[src/rtl/bp_table.sv]
// bp_table: branch-prediction table of saturating up/down counters.
// Lookups from fetch return the selected counter one cycle later; updates
// from execute train one counter, shift the global history and count
// mispredictions. With GSHARE=1 the lookup index is the PC index XORed with
// the global history.
//
// state (per entry) | meaning
// 0                 | strongly not-taken
// 2^(CTR_W-1)-1     | weakly not-taken (reset value)
// 2^(CTR_W-1)       | weakly taken
// 2^CTR_W-1         | strongly taken
module bp_table #(
    parameter int CTR_W  = 2,
    parameter int IDX_W  = 4,
    parameter int GSHARE = 0,
    parameter int STAT_W = 16
) (
    input  logic              clk,
    input  logic              rst,
    input  logic              lookup_valid,
    input  logic [31:0]       lookup_pc,
    output logic              pred_valid,
    output logic              pred_taken,
    output logic [CTR_W-1:0]  pred_ctr,
    output logic [IDX_W-1:0]  pred_idx,
    input  logic              update_valid,
    input  logic [IDX_W-1:0]  update_idx,
    input  logic              update_taken,
    input  logic              update_pred,
    output logic [IDX_W-1:0]  ghr,
    output logic [STAT_W-1:0] mispredicts
);

    localparam int DEPTH = 2 ** IDX_W;

    localparam logic [CTR_W-1:0]  CTR_INIT = {1'b0, {(CTR_W-1){1'b1}}};
    localparam logic [CTR_W-1:0]  CTR_MAX  = {CTR_W{1'b1}};
    localparam logic [CTR_W-1:0]  CTR_ZERO = {CTR_W{1'b0}};
    localparam logic [CTR_W-1:0]  CTR_ONE  = {{(CTR_W-1){1'b0}}, 1'b1};
    localparam logic [STAT_W-1:0] STAT_MAX = {STAT_W{1'b1}};
    localparam logic [STAT_W-1:0] STAT_ONE = {{(STAT_W-1){1'b0}}, 1'b1};

    logic [CTR_W-1:0]  r_table [DEPTH];
    logic [IDX_W-1:0]  r_ghr;
    logic [STAT_W-1:0] r_mis;
    logic              r_pred_valid;
    logic              r_pred_taken;
    logic [CTR_W-1:0]  r_pred_ctr;
    logic [IDX_W-1:0]  r_pred_idx;

    logic [IDX_W-1:0]  w_pc_idx;
    logic [IDX_W-1:0]  w_lookup_idx;
    logic [CTR_W-1:0]  w_lookup_ctr;
    logic [CTR_W-1:0]  w_upd_cur;
    logic [CTR_W-1:0]  w_upd_next;
    logic [IDX_W:0]    w_ghr_shift;
    logic              w_mispredict;
    logic              w_unused_pc;

    // Word-aligned PCs: the low two bits and the bits above the index carry
    // no information for the table.
    assign w_pc_idx    = lookup_pc[IDX_W+1:2];
    assign w_unused_pc = ^{lookup_pc[31:IDX_W+2], lookup_pc[1:0]};

    // Lookup index uses the history as it stood before this edge's update.
    assign w_lookup_idx = (GSHARE != 0) ? (w_pc_idx ^ r_ghr) : w_pc_idx;
    assign w_lookup_ctr = r_table[w_lookup_idx];

    // Concatenate then truncate so the oldest history bit falls off; this
    // form also stays legal for a one-bit history.
    assign w_ghr_shift  = {r_ghr, update_taken};
    assign w_mispredict = update_valid && (update_pred != update_taken);

    // Saturating next value for the entry being trained.
    always_comb begin
        w_upd_cur  = r_table[update_idx];
        w_upd_next = w_upd_cur;
        if (update_taken) begin
            if (w_upd_cur != CTR_MAX) begin
                w_upd_next = w_upd_cur + CTR_ONE;
            end
        end else begin
            if (w_upd_cur != CTR_ZERO) begin
                w_upd_next = w_upd_cur - CTR_ONE;
            end
        end
    end

    // Counter storage: all entries return to weakly not-taken on reset.
    always_ff @(posedge clk or posedge rst) begin
        if (rst) begin
            for (int i = 0; i < DEPTH; i++) begin
                r_table[i] <= CTR_INIT;
            end
        end else if (update_valid) begin
            r_table[update_idx] <= w_upd_next;
        end
    end

    // Global history: newest resolved outcome enters at bit 0.
    always_ff @(posedge clk or posedge rst) begin
        if (rst) begin
            r_ghr <= '0;
        end else if (update_valid) begin
            r_ghr <= w_ghr_shift[IDX_W-1:0];
        end
    end

    // Mispredict statistics, held at the top value instead of wrapping.
    always_ff @(posedge clk or posedge rst) begin
        if (rst) begin
            r_mis <= '0;
        end else if (w_mispredict && (r_mis != STAT_MAX)) begin
            r_mis <= r_mis + STAT_ONE;
        end
    end

    // Prediction register: read-before-write, so a same-cycle update to the
    // same entry is not visible until the next lookup.
    always_ff @(posedge clk or posedge rst) begin
        if (rst) begin
            r_pred_valid <= 1'b0;
            r_pred_taken <= 1'b0;
            r_pred_ctr   <= '0;
            r_pred_idx   <= '0;
        end else begin
            r_pred_valid <= lookup_valid;
            if (lookup_valid) begin
                r_pred_taken <= w_lookup_ctr[CTR_W-1];
                r_pred_ctr   <= w_lookup_ctr;
                r_pred_idx   <= w_lookup_idx;
            end
        end
    end

    assign pred_valid  = r_pred_valid;
    assign pred_taken  = r_pred_taken;
    assign pred_ctr    = r_pred_ctr;
    assign pred_idx    = r_pred_idx;
    assign ghr         = r_ghr;
    assign mispredicts = r_mis;

endmodule

[config.mk]
export PLATFORM = sky130hd
export DESIGN_NAME = bp_table
export DESIGN_NICKNAME = d
export VERILOG_FILES = /design/src/rtl/bp_table.sv
export SDC_FILE = /design/constraint.sdc
export NUM_CORES = 1
export LEC_CHECK = 0
export ABC_AREA = 1
export CAP_MARGIN = 20
export CORE_ASPECT_RATIO = 0.9
export CORE_UTILIZATION = 43
export CTS_BUF_LIST = sky130_fd_sc_hd__clkbuf_8
export CTS_CLUSTER_SIZE = 10
export DETAILED_ROUTE_END_ITERATION = 10
export GPL_ROUTABILITY_DRIVEN = 0
export PLACE_DENSITY = 0.73
export SYNTH_ARGS = -nofsm -noshare
export SYNTH_HDL_FRONTEND = slang
export SYNTH_SLANG_ARGS = --single-unit
[constraint.sdc]
create_clock -name clk -period 4.72 [get_ports clk]
set_input_delay 0.944 -clock clk [delete_from_list [all_inputs] [get_ports clk]]
set_output_delay 0.944 -clock clk [all_outputs]
set_load 0.03 [all_outputs]
# ---- Word level (Yosys, flattened, before mapping)
# Index checks and enable logic that the tools add are counted.
dict set report totals {
  out_inout_bits 28
  in_bits 42
  ff_bits 60
}
dict set report classes {
  eq_ne 3
  mux 12
  n_lt_le_gt_ge 3
  bitwise_logic 2
  n_reduce_logical 4
  addsub 3
}
# operator n
set ops {}
lappend ops {{32-bit bitwise mux} 1}
lappend ops {{16-bit by 1-bit adder with 16-bit output, second input constant} 1}
lappend ops {{2-bit binary-select mux with 4-bit select} 2}
lappend ops {{2-bit 2-to-1 mux} 8}
lappend ops {{16-bit != test, second input constant} 1}
lappend ops {{5-bit greater-or-equal comparator, second input constant} 2}
lappend ops {{4-bit inverter with 5-bit output} 2}
lappend ops {{2-bit demux with 4-bit select} 1}
lappend ops {{5-bit by 1-bit < comparator with 1-bit output, second input constant} 1}
lappend ops {{1-bit logical AND} 3}
lappend ops {{2-bit by 1-bit adder with 2-bit output, second input constant} 1}
lappend ops {{2-bit != test, second input constant} 1}
lappend ops {{2-bit nonzero test} 1}
lappend ops {{2-bit by 1-bit subtractor with 2-bit output, second input constant} 1}
lappend ops {{1-bit != test} 1}

# ---- Depth between registers and ports, before layout
# Gate-level depths: netlist of run 1.
dict set report depth {
  word_depth 8
  depth_mapped 16
  depth_no_buf 13
}

# ---- Worst setup path after synthesis of run 1
# No wires, ideal clock.
dict set report synth_timing {
  path_type {input to register}
  startpoint {input port update_idx[0]}
  endpoint {register r_table[1] (netlist bit)}
  cell_stages 13
  arrival_time_ns 2.089
  path_slack_ns 2.514
  cell_sequence {buf_4 > buf_4 > nand2_1 > nand2_1 > nand2_1 > nand2_1 > nand2_1 > nand2_2 > o21ai_4 > nand2_2 > buf_6 > nand3_1 > nand2_1}
}
dict set report synth_via {
  elab_chain_cells 8
  elab_cells_between_ends 17
  classes_between {add/sub: 2; order compare: 2; eq/ne: 1; mux: 9; bitwise: 1; reduce/logical: 2}
}
# element line_no
set synth_lines {}
lappend synth_lines {{start, declared} 27} ;# input logic [IDX_W-1:0] update_idx,
lappend synth_lines {{4-bit inverter with 5-bit output (implied by the code) (*)} {76, 96}}
lappend synth_lines {{2-bit binary-select mux with 4-bit select} 76} ;# w_upd_cur = r_table[update_idx];
lappend synth_lines {{2-bit 2-to-1 mux (implied by the code) (2 in series)} 76}
lappend synth_lines {{2-bit by 1-bit subtractor with 2-bit output, or another cell as far along} 84} ;# w_upd_next = w_upd_cur - CTR_ONE;
lappend synth_lines {{2-bit 2-to-1 mux (on tied branches)} {83, 79}}
lappend synth_lines {{2-bit 2-to-1 mux} 78} ;# if (update_taken) begin
lappend synth_lines {{32-bit bitwise mux (*)} 96} ;# r_table[update_idx] <= w_upd_next;
lappend synth_lines {{end signal, assigned by index} 96}
lappend synth_lines {{end, declared} 43} ;# logic [CTR_W-1:0] r_table [DEPTH];
# Mark *: on every way between the ends. The rest lies on a longest branch, timed or not. The select of a mux whose other input is x is not followed.
# A chain may end at the register's enable or synchronous reset.

# ---- Worst setup path in the final report of run 1
dict set report layout_timing {
  startpoint {input port update_idx[0]}
  endpoint {register r_table[29] (netlist bit)}
}
# The elaborated chain is that of the path after synthesis.

==> results of run 1 <==
[synthesized netlist by cell type]
cell      instances  area share (%)
nand2_1         190              22
nor2_1           45             5.1
dfrtp_1          43              33
inv_1            38             4.3
nand3_1          33             5.0
dfstp_2          16              13
o21ai_0          15             2.3
xnor2_1           9             2.4
o21bai_1          8             1.8
o221ai_1          8             2.1
xor2_1            6             1.6
nand2_2           5            0.95
nor3_1            5            0.76
clkbuf_1          4            0.45
nand4_1           4            0.76
buf_4             3            0.68
buf_6             3             1.0
nand2_4           3             1.0
buf_2             2            0.30
nor2_2            2            0.38
a21oi_1           1            0.15
a31oi_1           1            0.19
clkinv_1          1            0.11
ha_1              1            0.38
inv_2             1            0.11
nand3b_1          1            0.23
nor2_4            1            0.34
nor4_1            1            0.19
o21ai_1           1            0.15
o21ai_4           1            0.49
[area by class of cell]
type / count / area, sq um
Tap cell: 93 / 116
Timing Repair Buffer: 42 / 418
Multi-Input combinational cell: 341 / 1580
Inverter: 40 / 150
Fill cell: 708 / 3270
Clock buffer: 11 / 151
Clock inverter: 5 / 75.1
Sequential cell: 59 / 1500
[critical path: cells and delay by family]
family	cells	cell delay, ns
AO/OA/AOI/OAI	1	0.17
AND/OR/NAND/NOR	9	0.97
buffers and inverters	2	1.18
[worst max-delay path by stage]
| stage | startpoint | slack, ns | cells past startpoint | endpoint |
|---|---|---|---|---|
| final | update_idx[0] | 1.67 | 12 | r_table[29] |
| after global routing | update_idx[0] | 1.54 | 12 | r_table[15] |
| after CTS | update_idx[0] | 1.73 | 12 | r_table[31] |
| after detailed placement | update_idx[0] | 1.37 | 12 | r_table[31] |
| after global placement | update_idx[0] | 1.41 | 12 | r_table[15] |
| after floorplan | rst | 2.35 | 1 | ghr[0] |
[per-layer routing]
metal / track usage, % / up-vias / share of wire, %
met1: 31.9 / 1411 / 47
li1: - / 1504 / -
met3: 6.09 / 12 / 9.1
met4: 7.71 / 0 / 1.4
met5: 0 / - / 0
met2: 32.2 / 147 / 42
[power by group through the flow]
stage | Sequential (W) | Combinational, W | Clock [W]
floorplan | 0.000756 | 0.000229 | 0
global placement | 0.000726 | 0.000396 | 0
detailed placement | 0.000726 | 0.000407 | 0
CTS | 0.000720 | 0.000408 | 0.000534
global route | 0.000736 | 0.000453 | 0.000559
finish | 0.000722 | 0.000407 | 0.000526
[kinds of logic after synthesis]
kind of cell	count (synthesis)	share of synthesized area (%)
simple gates	290	36.3
buf+inv	52	6.99
compound gates	35	7.18
fa+ha+maj	1	0.378
flops	59	45.2
xor+xnor	15	3.97
[per-stage QoR]
step,std cells,total power [W]
finish,591,0.00166
global route,591,0.00175
CTS,591,0.00166
detailed placement,575,0.00113
global placement,575,0.00112
floorplan,452,0.000985
[flip-flops by register name, summed over array words and instances, names as in the netlist]
name and count:
ghr 4, pred_idx 4, pred_ctr 1, pred_valid 1, pred_taken 1, r_table 32, mispredicts 16
[placed cells by master, fill, tap and decap left out, drive strengths merged, types with 2 or more instances in the layout]
cell	n
dfstp	16
nor3	5
nand2	198
clkinv	4
xnor2	9
nand4	4
nor2	48
o21ai	17
o221ai	8
inv	39
nand3	33
dfrtp	43
o21bai	8
clkdlybuf4s50	41
xor2	6
clkbuf	11
bufinv	2
==> metrics, run 1 <==
status finished, final reports clean; final setup vio count 0; root buffer cell clkbuf_8; Routed WL per cell 13.8 microns; slowest stage delay, CP 0.91 ns; CTS tree yes; pin count of the biggest net entering global routing 33; post-layout min period 3.05 ns; hold path depth 2; syn nets 495; worst-path fanout max 17; Iter 0 DRT Violations 225; clk slew on worst S/H paths 0.06 ns; worst skew pair latency 0.34 ns; GRT Overall Usage 22.2%; cts bufs inserted 9; Cells after Synth 452; layout net count 536; fin. max-slew vios 0; DRT antenna net count 0; vias per cell 5.20; WS Path Type input port to flip-flop; Worst-Margin Slew 0.689 ns; clock skew 0.00954 ns; post-CTS sizing 0; clk buf depth 2; core area 7260 sq um; VDD IR-drop max 273 uV; Die Height 85.2 microns; vias in the first global route 2842; max-cap viol count 0; Seq/Total Area, Yosys 45.2%; design area 3990 sq um; Sum Neg Setup Slack 0 ns; slew margin rel. 53.9%; CTS Sinks 59; Avg Inst Size Synth 7.32 sq um; vias post-DR 3074; fraction of layout cells with a size suffix above 1 9.44%; Post-CTS Hold Fix Bufs 0; Placed Area 3760 sq um; total leakage power 1.95 nW; Die X 94.5 microns; Routed WL 8140 microns; P_sw 0.000552 W; Max Freq 0.328 GHz; Max H-tree Level 3; First-pass DRT Iterations 5; # IOs 70; Synth cell types 30; Worst Path Arrival 3.28 ns; Antenna diodes 0; Worst setup EP type flip-flop; Final Worst Setup Slack 1.67 ns; Reg2Reg Setup Slack 2.86 ns; synthesized cell area 3310 sq um; period utilization 64.7%; Final Hold Slack 0.480 ns; initial antenna violation count 0; post-CTS setup buffers 0; Initial Util 45.6%; clock group share of total power 31.8%; FF-to-FF Start mispredicts[0]; count of buffers from port buffering 41; Logic pwr share 24.6%; Row Count 29; crit path cell chain clkdlybuf4s50_1, inv_2, nand2_1, nand2_1, nand2_1, nand2_1, nand2_1, nand2_2, o21ai_4, nand2_2, nand3_1, nand2_1; die area 8050 sq um; pwr dens 415 nW/um^2; internal power 0.00110 W; RR Endpoint mispredicts[10]; HP Class flip-flop to flip-flop; Reg power frac 43.6%; Overflow after GRT 0; global-route wire length before repair 13700 microns; CP required 4.94 ns; Ys Warns 0; fin util 55.0%; Worst setup SP type input port; Slowest cell on crit path clkdlybuf4s50_1; RSZ-0062 raised after global routing no; Area Growth Syn to Fin 20.5%; Net Sw Frac 33.3%; Hold Crit Start r_table[18]; Min-Delay Endpoint r_table[18]; post-DP HPWL 5680 microns; DRC violations left 0; post-synthesis register bit count 59; FF-to-FF path depth 8; Post-Place Setup Slack 1.37 ns; CP most frequent cell nand2_1; Final Hold Fails 0
Power figures use the tool's default switching activity.
==> run 2: changes to the inputs <==
clock period = 2.92 ns   (was 4.72 ns; I/O delays follow)
==> metrics, run 2 (synthesis gave the netlist of run 1 again) <==
status finished, final reports clean; worst-path fanout max 16; Die X 94.5 microns; WS Path Type input port to flip-flop; most frequent cells in the layout nand2_1 (190), nor2_1 (45), dfrtp_1 (43), clkdlybuf4s50_1 (41), inv_1 (37); pwr dens 654 nW/um^2; post-layout min period 2.25 ns; RSZ-0062 raised after global routing no; vias per cell 5.19; root buffer cell clkbuf_8; layout net count 541; post-CTS setup buffers 0; Routed WL per cell 13.7 microns; Final Hold Slack 0.474 ns; slew margin rel. 51.8%; GRT Overall Usage 22.5%; core area 7260 sq um; Slowest cell on crit path clkdlybuf4s50_1; count of buffers from port buffering 41; period utilization 77.1%; Routed WL 8190 microns; fin. max-slew vios 0; slowest stage delay, CP 0.64 ns; VDD IR-drop max 539 uV; worst skew pair latency 0.35 ns; Max Freq 0.444 GHz; cts bufs inserted 9; vias in the first global route 2881; max-cap viol count 0; # IOs 70; Final Hold Fails 0; Max H-tree Level 3; Worst setup EP type flip-flop; Worst setup SP type input port; Cells after DPL 580; CP required 3.16 ns; Worst Path Arrival 2.49 ns; pin count of the biggest net entering global routing 60; register bank with the most flops r_table; post-CTS sizing 0; fraction of layout cells with a size suffix above 1 10.3%; final setup vio count 0; Iter 0 DRT Violations 215; Non-Filler Instances 596; Die Height 85.2 microns; HP Class flip-flop to flip-flop; Area Growth Syn to Fin 21.2%; global-route wire length before repair 13800 microns; clock skew 0.00599 ns; crit path cell chain clkdlybuf4s50_1, inv_2, nand2_1, nand2_1, nand2_1, nand2_1, nand2_1, nand2_2, o21ai_4, nand2_2, nand3_1, nand2_1; First-pass DRT Iterations 5; total leakage power 1.96 nW; Initial Util 45.6%; Antenna diodes 0; vias post-DR 3095; post-DP HPWL 5750 microns; clk slew on worst S/H paths 0.06 ns; Post-CTS Hold Fix Bufs 0; DRC violations left 0; die area 8050 sq um; Sum Neg Setup Slack 0 ns; initial antenna violation count 0; number of flip-flops in the largest register 32; CTS tree yes; DRT antenna net count 0; CTS Sinks 59; Worst-Margin Slew 0.723 ns; commonest non-fill, non-tap cell in the layout nand2_1; clk buf depth 2; Overflow after GRT 0; CP most frequent cell nand2_1; Row Count 29
-- run 2: cell types whose count changed in the layout (fill, tap and decap cells not counted) --
cell | previous run | this run
buf_4 | 1 | 6
bufinv_16 | 2 | 1
clkbuf_8 | 11 | 12
clkinv_2 | 3 | 2
clkinvlp_4 | 0 | 1
-- run 2: power by group --
group	switching [W]	internal (W)	total, W	leakage (nW)
sequential	0.000158	0.00101	0.00117	0.725
combinational	0.000403	0.000258	0.000661	1.13
clock	0.000334	0.000460	0.000794	0.108
total	0.000894	0.00173	0.00262	1.96
-- run 2: metal layers --
layer	vias to the layer above	wire length, microns	GRT usage (%)
met5	-	0	0
met2	129	3600	33.7
met4	0	174	7.30
li1	1516	-	-
met3	19	591	7.17
met1	1431	3820	31.1
-- run 2: cell type report --
| class | count | area, sq um |
|---|---|---|
| clock inverter | 4 | 47.5 |
| sequential | 59 | 1500 |
| timing repair buffer | 47 | 455 |
| tap | 93 | 116 |
| multi-input combinational | 341 | 1580 |
| inverter | 40 | 150 |
| clock buffer | 12 | 165 |
| fill | 696 | 3240 |
-- run 2: worst paths after layout --
| path | depth (start not counted) | to | start | slack (ns) |
|---|---|---|---|---|
| min | 2 | pred_idx[1] | pred_idx[1] | 0.47 |
| max in group asynchronous | 3 | mispredicts[6] | rst | 1.69 |
| max | 12 | r_table[15] | update_idx[0] | 0.67 |
| min reg2reg | 2 | pred_idx[1] | pred_idx[1] | 0.47 |
| max reg2reg | 8 | mispredicts[13] | mispredicts[0] | 1.06 |
| min in group asynchronous | 3 | ghr[2] | rst | 0.77 |
-- run 2: per-stage QoR --
step                area (sq um)  total power (W)  setup WS (ns)  utilization, %
CTS                         4010          0.00264          0.686            55.3
global placement            3800          0.00182          0.357            52.4
detailed placement          3800          0.00183          0.314            52.4
global route                4010          0.00276          0.524            55.3
finish                      4010          0.00262          0.668            55.3
floorplan                   3310          0.00159          0.906               -
-- run 2: worst max-delay path: cells and delay by family --
family	cells	cell delay, ns
AOI/OAI and AO/OA	1	0.18
buffers and inverters	2	0.82
and+or+nand+nor	9	0.91
==> run 3: changes to the inputs <==
clock period = 2.25 ns   (was 2.92 ns; I/O delays follow)
==> metrics, run 3 (synthesis gave the netlist of run 1 again) <==
FF-to-FF path depth 8; Worst-Margin Slew 0.504 ns; slowest stage delay, CP 0.62 ns; Max H-tree Level 3; worst skew pair latency 0.34 ns; VDD IR-drop max 524 uV; slew margin rel. 66.3%; Die X 94.5 microns; pin count of the biggest net entering global routing 60; Slowest cell on crit path clkdlybuf4s50_1; clk slew on worst S/H paths 0.07 ns; crit path cell chain clkdlybuf4s50_1, inv_2, nand2_1, nand2_1, nand2_1, nand3_1, nand2_1, nand2_1, nor2_2, nand2_2, nand3_1, nand2_1; Max Freq 0.482 GHz; Final Hold Slack 0.466 ns; DRC violations left 0; Routed WL per cell 14.0 microns; worst-path fanout max 16; Worst setup SP type input port; Tot Pwr 0.00325 W; HP Class input port to asynchronous set/reset pin; RR Endpoint mispredicts[13]; status finished, final reports clean; CP required 2.48 ns; die area 8050 sq um; global-route wire length before repair 13800 microns; Logic pwr share 27.2%; RSZ-0062 raised after global routing no; CTS Sinks 59; Reg2Reg Setup Slack 0.54 ns; WS Path Type input port to flip-flop; fin. max-slew vios 0; total leakage power 2.02 nW; Die Height 85.2 microns; clock skew 0.00851 ns; cts bufs inserted 9; post-CTS setup buffers 0; Routed WL 8510 microns; Reg power frac 46.7%; fin util 56.2%; FF-to-FF Start mispredicts[0]; Initial Util 45.6%; pwr dens 798 nW/um^2; max-cap viol count 0; root buffer cell clkbuf_8; count of buffers from port buffering 41; CTS tree yes; Worst setup EP type flip-flop; period utilization 92.2%; post-layout min period 2.07 ns; clock group share of total power 26.1%; Final Hold Fails 0; most frequent cells in the layout nand2_1 (190), nor2_1 (45), dfrtp_1 (43), clkdlybuf4s50_1 (41), inv_1 (40); post-CTS sizing 0; Net Sw Frac 35.2%; post-DP HPWL 6060 microns; Row Count 29; GRT Overall Usage 22.5%; DRT antenna net count 0; initial antenna violation count 0; First-pass DRT Iterations 5; internal power 0.00211 W; Area Growth Syn to Fin 23.1%; Post-CTS Hold Fix Bufs 0; CP most frequent cell nand2_1; vias in the first global route 2857; P_sw 0.00114 W; layout net count 553; vias post-DR 3149; Overflow after GRT 0; Antenna diodes 0; fraction of layout cells with a size suffix above 1 11.8%; clk buf depth 2; number of flip-flops in the largest register 32; fill count 693; Worst Path Arrival 2.30 ns; register bank with the most flops r_table; final setup vio count 0; # IOs 70; core area 7260 sq um; vias per cell 5.18; Iter 0 DRT Violations 286; Sum Neg Setup Slack 0 ns; commonest non-fill, non-tap cell in the layout nand2_1
[run 3: changes by cell type in the layout (fill, tap and decap cells not counted)]
cell / previous run / this run
inv_1: 37 / 40
buf_4: 6 / 17
clkbuf_8: 12 / 11
buf_12: 0 / 1
clkinvlp_4: 1 / 0
bufinv_16: 1 / 0
[run 3: power by group through the flow]
stage	Clock, W	Combinational (W)	Sequential (W)
6_report	0.000847	0.000885	0.00152
5_1_grt	0.000917	0.000968	0.00154
4_1_cts	0.000876	0.000886	0.00152
3_5_place_dp	0	0.000882	0.00153
3_3_place_gp	0	0.000859	0.00153
2_1_floorplan	0	0.000481	0.00159
[run 3: per-layer routing]
layer | track usage [%] | vias to the layer above | part of all wire, %
li1 | - | 1533 | -
met1 | 32.0 | 1480 | 47
met2 | 33.2 | 118 | 44
met3 | 5.73 | 18 | 7.1
met4 | 8.26 | 0 | 1.7
met5 | 0 | - | 0
[run 3: worst max-delay path by stage]
| stage | to | slack (ns) | from |
|---|---|---|---|
| 2_1_floorplan | ghr[0] | 0.37 | rst |
| 3_3_place_gp | r_table[15] | -0.09 | update_idx[0] |
| 3_5_place_dp | r_table[29] | -0.13 | update_idx[0] |
| 4_1_cts | mispredicts[3] | 0.22 | mispredicts[3] |
| 5_1_grt | r_table[29] | 0.05 | update_idx[0] |
| 6_report | r_table[29] | 0.18 | update_idx[0] |
[run 3: metrics by stage]
stage | worst slack [ns] | std cells | cell area [sq um]
4_1_cts | 0.219 | 608 | 4080
3_3_place_gp | -0.0873 | 592 | 3900
3_5_place_dp | -0.127 | 592 | 3900
6_report | 0.176 | 608 | 4080
2_1_floorplan | 0.370 | 452 | 3310
5_1_grt | 0.0483 | 608 | 4080
[run 3: area by class of cell]
| cell class | instances | area, sq um | area share (%) |
|---|---|---|---|
| clock buffers | 11 | 151 | 3.72 |
| well taps | 93 | 116 | 2.86 |
| multi-input cells | 341 | 1580 | 38.8 |
| repair buffers | 59 | 558 | 13.7 |
| flip-flops and latches | 59 | 1500 | 36.7 |
| clock inverters | 5 | 21.3 | 0.522 |
| inverters | 40 | 150 | 3.68 |
[run 3: critical path: cells and delay by family]
family | cells | cell delay, ns
buffers and inverters | 2 | 0.80
and+or+nand+nor | 10 | 1.04
==> RTL change: new RTL, settings of run 3 <==
Reset style: synchronous (`rst`), changed in 4 clocked blocks.
--- a/src/rtl/bp_table.sv
+++ b/src/rtl/bp_table.sv
@@ -87,7 +87,7 @@
     end
 
     // Counter storage: all entries return to weakly not-taken on reset.
-    always_ff @(posedge clk or posedge rst) begin
+    always_ff @(posedge clk) begin
         if (rst) begin
             for (int i = 0; i < DEPTH; i++) begin
                 r_table[i] <= CTR_INIT;
@@ -98,7 +98,7 @@
     end
 
     // Global history: newest resolved outcome enters at bit 0.
-    always_ff @(posedge clk or posedge rst) begin
+    always_ff @(posedge clk) begin
         if (rst) begin
             r_ghr <= '0;
         end else if (update_valid) begin
@@ -107,7 +107,7 @@
     end
 
     // Mispredict statistics, held at the top value instead of wrapping.
-    always_ff @(posedge clk or posedge rst) begin
+    always_ff @(posedge clk) begin
         if (rst) begin
             r_mis <= '0;
         end else if (w_mispredict && (r_mis != STAT_MAX)) begin
@@ -117,7 +117,7 @@
 
     // Prediction register: read-before-write, so a same-cycle update to the
     // same entry is not visible until the next lookup.
-    always_ff @(posedge clk or posedge rst) begin
+    always_ff @(posedge clk) begin
         if (rst) begin
             r_pred_valid <= 1'b0;
             r_pred_taken <= 1'b0;
Formal check against the unedited RTL: differs if rst is asserted again (counterexample within 4 cycles, from zero or initial values and one cycle with rst high); with rst held inactive, the same outputs for 4 cycles.
==> RTL change against run 3 <==
- routed wire length grew 1.6%
- core utilization shrank 0.86 points
- non-clock buffer count grew 5
- design area grew 2.9%
- highest routed layer unchanged
- setup slack gained 4.2 ps
- synthesized area grew 2.2%
- maximum frequency grew 0.20%
- sequential cell count is the same
Power is not compared: it rests on default switching activity, and its combinational part moved more than twofold at a synthesized area within 25%.
==> RTL change: results (changes against run 3) <==
fraction of area in multi-input gates = 37.4% (was 38.8%)
post-detailed-placement half-perimeter wirelength = 6100 microns (was 6060 microns)
Worst Skew = 10.4 ps (was 8.51 ps)
EDFF count, synth = 32 (was 0)
DR WL met3 = 677 microns (was 608 microns)
post-synthesis sequential area ratio = 44.4% (was 45.2%)
cell area after synthesis = 3380 sq um (was 3310 sq um)
Worst VDD drop = 0.309 mV
Min-Delay Path Class = reg -> reg (was in -> async)
CP top delay family = simple AND/OR/NAND/NOR gates (unchanged)
first-pass GRT wire length = 13,900 microns (was 13,800 microns)
First DRT Iteration DRCs = 203 (was 286)
WL/cell = 13.9 microns (was 14.0 microns)
Met1 Wirelength = 3730 microns (was 3990 microns)
Tot GR Track Use = 22.2% (was 22.5%)
design area = 4190 sq um (was 4080 sq um)
M2 GR Usage = 34.5% (was 33.2%)
sequential cell count = 59 (unchanged)
dpl ws = -246 ps (was -127 ps)
Multi-In Gates = 337 (was 341)
main flop type after synthesis = edfxtp_1 (was dfrtp_1)
ClkCell Share = 4.60% (was 4.24%)
asr flop ratio synth = 0% (was 100%)
Reg area = 1500 sq um (about the same)
Slew HR = 62.8% (was 66.3%)
Cells after Synth = 463 (was 452)
H-tree levels = 3 (unchanged)
GR Util met1 = 30.3% (was 32.0%)
synth top area cells = edfxtp_1, dfxtp_1, nand2_1, nand3_1, nor2_1 (was dfrtp_1, nand2_1, dfstp_2, nor2_1, nand3_1)
CTS root buffer = clkbuf_8 (unchanged)
Setup Total Neg Slack = 0 ps (unchanged)
met2 WL post-DR = 4060 microns (was 3760 microns)
final non-filler cell total = 621 (was 608)
share of cells above drive strength 1 = 12.0% (was 11.8%)
Synth top cells by count = nand2_1, nor2_1, nand3_1 (was nand2_1, nor2_1, dfrtp_1)
placed cell count = 605 (was 592)
inverters = 49 (was 40)
syn nets = 506 (was 495)
fill count = 683 (was 693)
Signal buffers = 64 (was 59)
crit-path max cell delay = 500 ps (was 620 ps)
clk_buf instances = 10 (was 11)
outcome = completed (unchanged)
DRT Pass-1 Iters = 8 (was 5)
detailed-route via count = 3,251 (was 3,149)
CP arrival = 2160 ps (was 2300 ps)
Synth cell types = 34 (was 30)
vias in the first global route = 2,946 (was 2,857)
non-clk buf share = 14.9% (was 13.7%)
==> RTL change: logic make-up after synthesis <==
| family | after synthesis | share of synthesized area (%) |
|---|---|---|
| and+or+nand+nor | 280 | 35.9 |
| AOI/OAI and AO/OA | 48 | 8.03 |
| adders and majority gates | 1 | 0.370 |
| DFF | 59 | 44.4 |
| xor gates and xnor gates | 8 | 2.07 |
| buffers and inverters | 67 | 9.25 |
==> RTL change: worst paths after layout <==
check,cells past startpoint,from,endpoint,slack (ps)
worst min register to register,2,pred_ctr[0]$_SDFFE_PP0P_,pred_ctr[0]$_SDFFE_PP0P_,480
worst min-delay path,2,pred_ctr[0]$_SDFFE_PP0P_,pred_ctr[0]$_SDFFE_PP0P_,480
worst max register to register,8,mispredicts[0]$_SDFFE_PP0P_,mispredicts[3]$_SDFFE_PP0P_,370
worst max-delay path,11,update_idx[1],r_table[4][1]$_SDFFCE_PN0P_,180
